$ cat src/rtl/ula_pkg.sv
`default_nettype none
// +--------------------------------------------------------------------------+
// | ula_pkg : opcode map and flag bit positions for the REDUX-V ALU           |
// | Revision: 1.0                                                             |
// +--------------------------------------------------------------------------+
package ula_pkg;

  localparam int unsigned OP_ADD   = 0;
  localparam int unsigned OP_AND   = 1;
  localparam int unsigned OP_OR    = 2;
  localparam int unsigned OP_XOR   = 3;
  localparam int unsigned OP_NOT   = 4;
  localparam int unsigned OP_SUB   = 5;
  localparam int unsigned OP_SLL   = 6;
  localparam int unsigned OP_SRL   = 7;
  localparam int unsigned OP_SRA   = 8;
  localparam int unsigned OP_PASSA = 9;
  localparam int unsigned OP_PASSB = 10;
  localparam int unsigned OP_SLT   = 11;
  localparam int unsigned OP_SLTU  = 12;

  localparam int unsigned FLAG_Z = 0;
  localparam int unsigned FLAG_N = 1;
  localparam int unsigned FLAG_C = 2;
  localparam int unsigned FLAG_V = 3;
  localparam int unsigned FLAG_W = 4;

endpackage : ula_pkg
`default_nettype wire

$ cat src/rtl/ula_adder.sv
`default_nettype none
// +--------------------------------------------------------------------------+
// | ula_adder : BITS-wide adder with carry-in and optional B inversion        |
// | Revision: 1.0                                                             |
// +--------------------------------------------------------------------------+
module ula_adder #(
  parameter int BITS = 8
) (
  input  logic [BITS-1:0] a_in,
  input  logic [BITS-1:0] b_in,
  input  logic            inv_b_in,
  input  logic            carry_in,
  output logic [BITS-1:0] sum_out,
  output logic            carry_out,
  output logic            overflow_out
);

  logic [BITS-1:0] b_eff;
  logic [BITS:0]   full_sum;

  assign b_eff    = inv_b_in ? ~b_in : b_in;
  assign full_sum = {1'b0, a_in} + {1'b0, b_eff} + {{BITS{1'b0}}, carry_in};

  assign sum_out   = full_sum[BITS-1:0];
  assign carry_out = full_sum[BITS];
  // Overflow judged on the effective (possibly inverted) B, so it covers SUB too.
  assign overflow_out = (a_in[BITS-1] == b_eff[BITS-1]) &&
                        (full_sum[BITS-1] != a_in[BITS-1]);

endmodule : ula_adder
`default_nettype wire

$ cat src/rtl/ula.sv
`default_nettype none
// +--------------------------------------------------------------------------+
// | ula : combinational ALU with a registered {V,C,N,Z} flag file             |
// | Revision: 1.0                                                             |
// +--------------------------------------------------------------------------+
module ula
  import ula_pkg::*;
#(
  parameter int ULA_OP = 4,
  parameter int BITS   = 8
) (
  input  logic              clk_in,
  input  logic              rst_in,
  input  logic [BITS-1:0]   a_in,
  input  logic [BITS-1:0]   b_in,
  input  logic [ULA_OP-1:0] ula_op_in,
  input  logic              flag_en_in,
  output logic [BITS-1:0]   result_out,
  output logic [3:0]        flags_out
);

  localparam int SH_W = $clog2(BITS);

  logic [31:0]       op_val;
  logic [BITS-1:0]   sum;
  logic              carry;
  logic              ovf;
  logic              use_sub;
  logic [SH_W-1:0]   shamt;
  logic [BITS-1:0]   result;
  logic              is_arith;
  logic [FLAG_W-1:0] flags_next;
  logic [FLAG_W-1:0] flags_d;
  logic [FLAG_W-1:0] flags_q;

  assign op_val  = 32'(ula_op_in);
  assign use_sub = (op_val != OP_ADD);
  assign shamt   = b_in[SH_W-1:0];

  // One adder serves ADD directly and SUB/SLT/SLTU as a + ~b + 1.
  ula_adder #(
    .BITS (BITS)
  ) u_adder (
    .a_in         (a_in),
    .b_in         (b_in),
    .inv_b_in     (use_sub),
    .carry_in     (use_sub),
    .sum_out      (sum),
    .carry_out    (carry),
    .overflow_out (ovf)
  );

  logic [BITS-1:0] sll_stg [0:SH_W];
  logic [BITS-1:0] srl_stg [0:SH_W];
  logic [BITS-1:0] sra_stg [0:SH_W];

  assign sll_stg[0] = a_in;
  assign srl_stg[0] = a_in;
  assign sra_stg[0] = a_in;

  for (genvar i = 0; i < SH_W; i++) begin : g_shift_stage
    assign sll_stg[i+1] = shamt[i] ? (sll_stg[i] << (2**i)) : sll_stg[i];
    assign srl_stg[i+1] = shamt[i] ? (srl_stg[i] >> (2**i)) : srl_stg[i];
    assign sra_stg[i+1] = shamt[i] ? $unsigned($signed(sra_stg[i]) >>> (2**i))
                                   : sra_stg[i];
  end

  always_comb begin
    result = '0;
    case (op_val)
      OP_ADD:   result = sum;
      OP_AND:   result = a_in & b_in;
      OP_OR:    result = a_in | b_in;
      OP_XOR:   result = a_in ^ b_in;
      OP_NOT:   result = ~a_in;
      OP_SUB:   result = sum;
      OP_SLL:   result = sll_stg[SH_W];
      OP_SRL:   result = srl_stg[SH_W];
      OP_SRA:   result = sra_stg[SH_W];
      OP_PASSA: result = a_in;
      OP_PASSB: result = b_in;
      OP_SLT:   result = {{(BITS-1){1'b0}}, sum[BITS-1] ^ ovf};
      OP_SLTU:  result = {{(BITS-1){1'b0}}, ~carry};
      default:  result = '0;
    endcase
  end

  assign result_out = result;
  assign is_arith   = (op_val == OP_ADD) || (op_val == OP_SUB);

  always_comb begin
    flags_next         = '0;
    flags_next[FLAG_Z] = ~|result;
    flags_next[FLAG_N] = result[BITS-1];
    flags_next[FLAG_C] = is_arith & carry;
    flags_next[FLAG_V] = is_arith & ovf;
    flags_d            = flag_en_in ? flags_next : flags_q;
  end

  always_ff @(posedge clk_in or posedge rst_in) begin
    if (rst_in) begin
      flags_q <= '0;
    end else begin
      flags_q <= flags_d;
    end
  end

  assign flags_out = flags_q;

endmodule : ula
`default_nettype wire

$ cat config.mk
export PLATFORM = sky130hd
export DESIGN_NAME = ula
export DESIGN_NICKNAME = d
export VERILOG_FILES = /design/src/rtl/ula_pkg.sv /design/src/rtl/ula_adder.sv /design/src/rtl/ula.sv
export SDC_FILE = /design/constraint.sdc
export NUM_CORES = 1
export LEC_CHECK = 0
export BUFFER_PORTS_ARGS = -buffer_cell sky130_fd_sc_hd__buf_2
export CORE_ASPECT_RATIO = 0.9
export CORE_MARGIN = 1.5
export CORE_UTILIZATION = 50
export DETAILED_ROUTE_END_ITERATION = 10
export MAX_ROUTING_LAYER = met4
export PLACE_DENSITY = 0.74
export SETUP_SLACK_MARGIN = 0.2
export SLEW_MARGIN = 40
export SYNTH_ARGS = -nofsm -noshare
export SYNTH_HDL_FRONTEND = slang
export SYNTH_SLANG_ARGS = --single-unit
$ cat constraint.sdc
create_clock -name clk_in -period 4.1 [get_ports clk_in]
set_clock_uncertainty 0.2 [all_clocks]
set_input_delay 0.205 -clock clk_in [delete_from_list [all_inputs] [get_ports clk_in]]
set_output_delay 0.205 -clock clk_in [all_outputs]
set_load 0.005 [all_outputs]
==> summary.md <==
| Metric | Value |
|---|---|
| HP Class | in -> async |
| CP dominant cell by count | buf_2 |
| Postcts setup bufs | 0 |
| Internal power | 216 µW |
| Routability cong. | ~0.96 |
| Vias per cell | 6.48 |
| Clock share of power | approximately 21% |
| First-pass GRT wire length | around 10 mm |
| P_leak | between 1 and 1.5 nW |
| Switch Pwr | between 150 and 200 µW |
| Final core utilization | between 50% and 60% |
| Die Y | roughly 65 µm |
| Fin Setup TNS | 0 ns |
| Final Critical Period | roughly 3.5 ns |
| CTS H-Tree Depth | 1 |
| Seq pwr share | ~11% |
| Synth area leader | ha_1 |
| Logic pwr share | 68.3% |
| Count of different cell masters after synthesis | between 60 and 70 |
| Reg2reg start | flags_out[0]$_DFFE_PP0P_ |
| Layout Nets | 369 |
| CP required | 3.69 ns |
| Syn_area_per_cell | about 7.3 µm² |
| PD cells | between 150 and 200 nW/µm² |
| Worst setup SP type | primary input |
| Synth Warn # | 0 |
| Commonest cells post-synth | 28 x nor2_1, 24 x ha_1, 23 x nand2_1 |
| Max stage delay on crit path | between 0.4 and 0.5 ns |
| EDFF count, synth | 0 |
| Total CTS buffers | 3 |
| Multi-input gate area | 1850 µm² |
| Ys flop type | dfrtp_1 |
| Peak Freq | 284 MHz |
| Critical Path AT | ~3.1 ns |
| DIE AREA | 4700 µm² |
| Post-Syn Instances | roughly 300 |
| Max_slew headroom | between 40% and 50% |
| Critical Path Start | ula_op_in[2] |
| Largest register FFs | 4 |
| Largest net degree at the start of global routing | 42 |
| Outcome | finished clean |
| Synth Cell Area | about 2200 µm² |
| Setup violators final | 0 |
| Share of cells above drive strength 1 | between 20% and 30% |
| Worst slew pin tran | a little over 0.8 ns |
| Root Buffer | clkbuf_8 |
| Starting DRT DRC Count | roughly 260 |
| Detail Placement HPWL | approximately 5 mm |
| Post-cts resize count | 0 |
| Core Area | 4100 µm² |
| Fillers | between 300 and 400 |
| Worst path cell trace | buf_2, nor4_4, xnor2_1, fa_1, a211oi_1, nor2_1, o21a_1, o21ai_0, a41oi_1, a31oi_1, buf_2 |
| FP Rows | 22 |
| Tot Pwr | between 300 and 400 µW |
| Starting Density | 52.4% |
| Vias in the first global route | between 2000 and 2500 |
| Area growth syn-to-layout | 10.3% |
| TritonCTS clock tree | done |
| Yosys top cell area share | between 10% and 20% |
| Critical path class | in -> out |
| Fin. max-slew vios | 0 |
| Via count | roughly 2400 |
| Peak VDD IR | about 0.00011 V |
| FF+latch count, synth | 4 |
| Port bufs | 34 |
| Post-Route WL | 6.62 mm |
| Initial antenna violation count | 0 |
| Grt ovf | 0 |
| Most numerous cell in the Yosys netlist | nor2_1 |
| Residual DRC count | 0 |
| Die width | about 72 µm |
| First-pass iteration count of the detailed router | 5 |
| Sequential fraction of the synthesis area | under 10% |
| Syn nets | roughly 340 |
| Final hold violation count | 0 |
| Cts hold-fix bufs | 2 |
| Crit path max fanout | 19 |
| Sw frac | a little under half |
| RSZ-0062 raised after global routing | no |
| Antenna-violating nets left | 0 |
| GR Util All Layers | 28.8% |
| Main area contributors after synthesis | ha_1 14%, nor2_1 4.9%, dfrtp_1 4.7% |
| Worst-path clk slew | approximately 0.030 ns |
| Slowest CP cell | fa_1 |
| Area occupied by registers | between 100 and 150 µm² |
| Max-cap violation count | 0 |
| Clk_lat worst skew | about 0.22 ns |
| Nature of the critical path endpoint | output port |
| Top-Level Pins | 35 |
| Async SR Flop Fraction | 100% |
| N_diodes | 0 |
| Max clock buf depth | 2 |
| DR WL/cell | 18.0 µm |
| Period utilisation layout | 86.0% |
| Clock Sinks | 4 |
[metal layers]
layer	vias to the layer above	share of wire [%]	GRT usage, %	wire (µm)
met5	-	0	-	0
met4	0	1.6	5.42	107
met2	150	43	43.1	2860
met3	10	10	3.37	669
met1	1070	45	41.9	2980
li1	1147	-	-	-
[cell type report]
class / instances / share of cell area (%)
well taps: 48 / 2.53
repair buffers: 42 / 9.92
multi-input cells: 247 / 78.0
inverters: 23 / 3.64
flip-flops and latches: 4 / 4.22
clock buffers: 3 / 1.74
[logic make-up after synthesis]
| group | after synthesis | synth area share, % |
|---|---|---|
| flops | 4 | 4.65 |
| xor+xnor | 11 | 4.48 |
| compound gates | 80 | 26.8 |
| simple gates | 114 | 29.1 |
| buf+inv | 44 | 9.37 |
| fa+ha+maj | 25 | 14.9 |
| mux | 17 | 10.6 |
[cell usage in the layout (no fill, tap or decap), drive strengths merged, types with 2 or more instances in the layout]
cell type	instances
ha	24
and2	3
nor2b	4
a21oi	10
nand2b	8
a32o	2
nor2	28
or2	2
a211oi	7
nand3b	4
inv	23
and4bb	2
a31oi	10
nor3b	2
nand4b	2
a2111oi	3
a32oi	2
a22oi	4
mux2	7
nor3	11
a221oi	2
mux4	3
o22ai	2
a211o	4
o21ai	16
o211ai	3
nor4	2
nand3	11
or3	3
xor2	2
clkbuf	3
o2111ai	2
a21o	3
mux2i	7
dfrtp	4
nand2	23
xnor2	9
buf	40
dlygate4sd3	2
[through the flow]
| stage | hold WS (ns) | std cells | instance area (µm²) | setup slack [ns] |
|---|---|---|---|---|
| floorplan | -0.229 | 295 | 2150 | 0.619 |
| detailed placement | -0.104 | 362 | 2310 | 0.433 |
| finish | 0.249 | 367 | 2370 | 0.576 |
| global placement | -0.109 | 362 | 2310 | 0.549 |
| CTS | 0.212 | 367 | 2370 | 0.652 |
| global route | 0.254 | 367 | 2370 | 0.402 |
[final timing paths]
| kind | to | slack (ns) | depth (start not counted) |
|---|---|---|---|
| hold reg to reg | flags_out[0]$_DFFE_PP0P_ | 0.28 | 2 |
| setup / recovery | result_out[0] | 0.58 | 11 |
| hold / removal | flags_out[3]$_DFFE_PP0P_ | 0.25 | 3 |
| min in group clk_in | flags_out[0]$_DFFE_PP0P_ | 0.28 | 2 |
| max in group asynchronous | flags_out[0]$_DFFE_PP0P_ | 3.30 | 3 |
| setup reg to reg | flags_out[0]$_DFFE_PP0P_ | 3.27 | 2 |
[critical path: cells and delay by family]
family | cells | cell delay, ns
compound gates | 5 | 1.26
xor+xnor | 1 | 0.21
fa+ha+maj | 1 | 0.48
buf+inv | 2 | 0.40
simple gates | 2 | 0.56
[power by group through the flow]
stage	Clock (mW)	Sequential (mW)	Combinational [mW]
detailed placement	0	0.0449	0.263
global placement	0	0.0449	0.261
global route	0.0874	0.0450	0.296
finish	0.0813	0.0446	0.271
CTS	0.0849	0.0445	0.265
floorplan	0	0.0453	0.185
No activity file was read; power rests on OpenSTA's default activity.
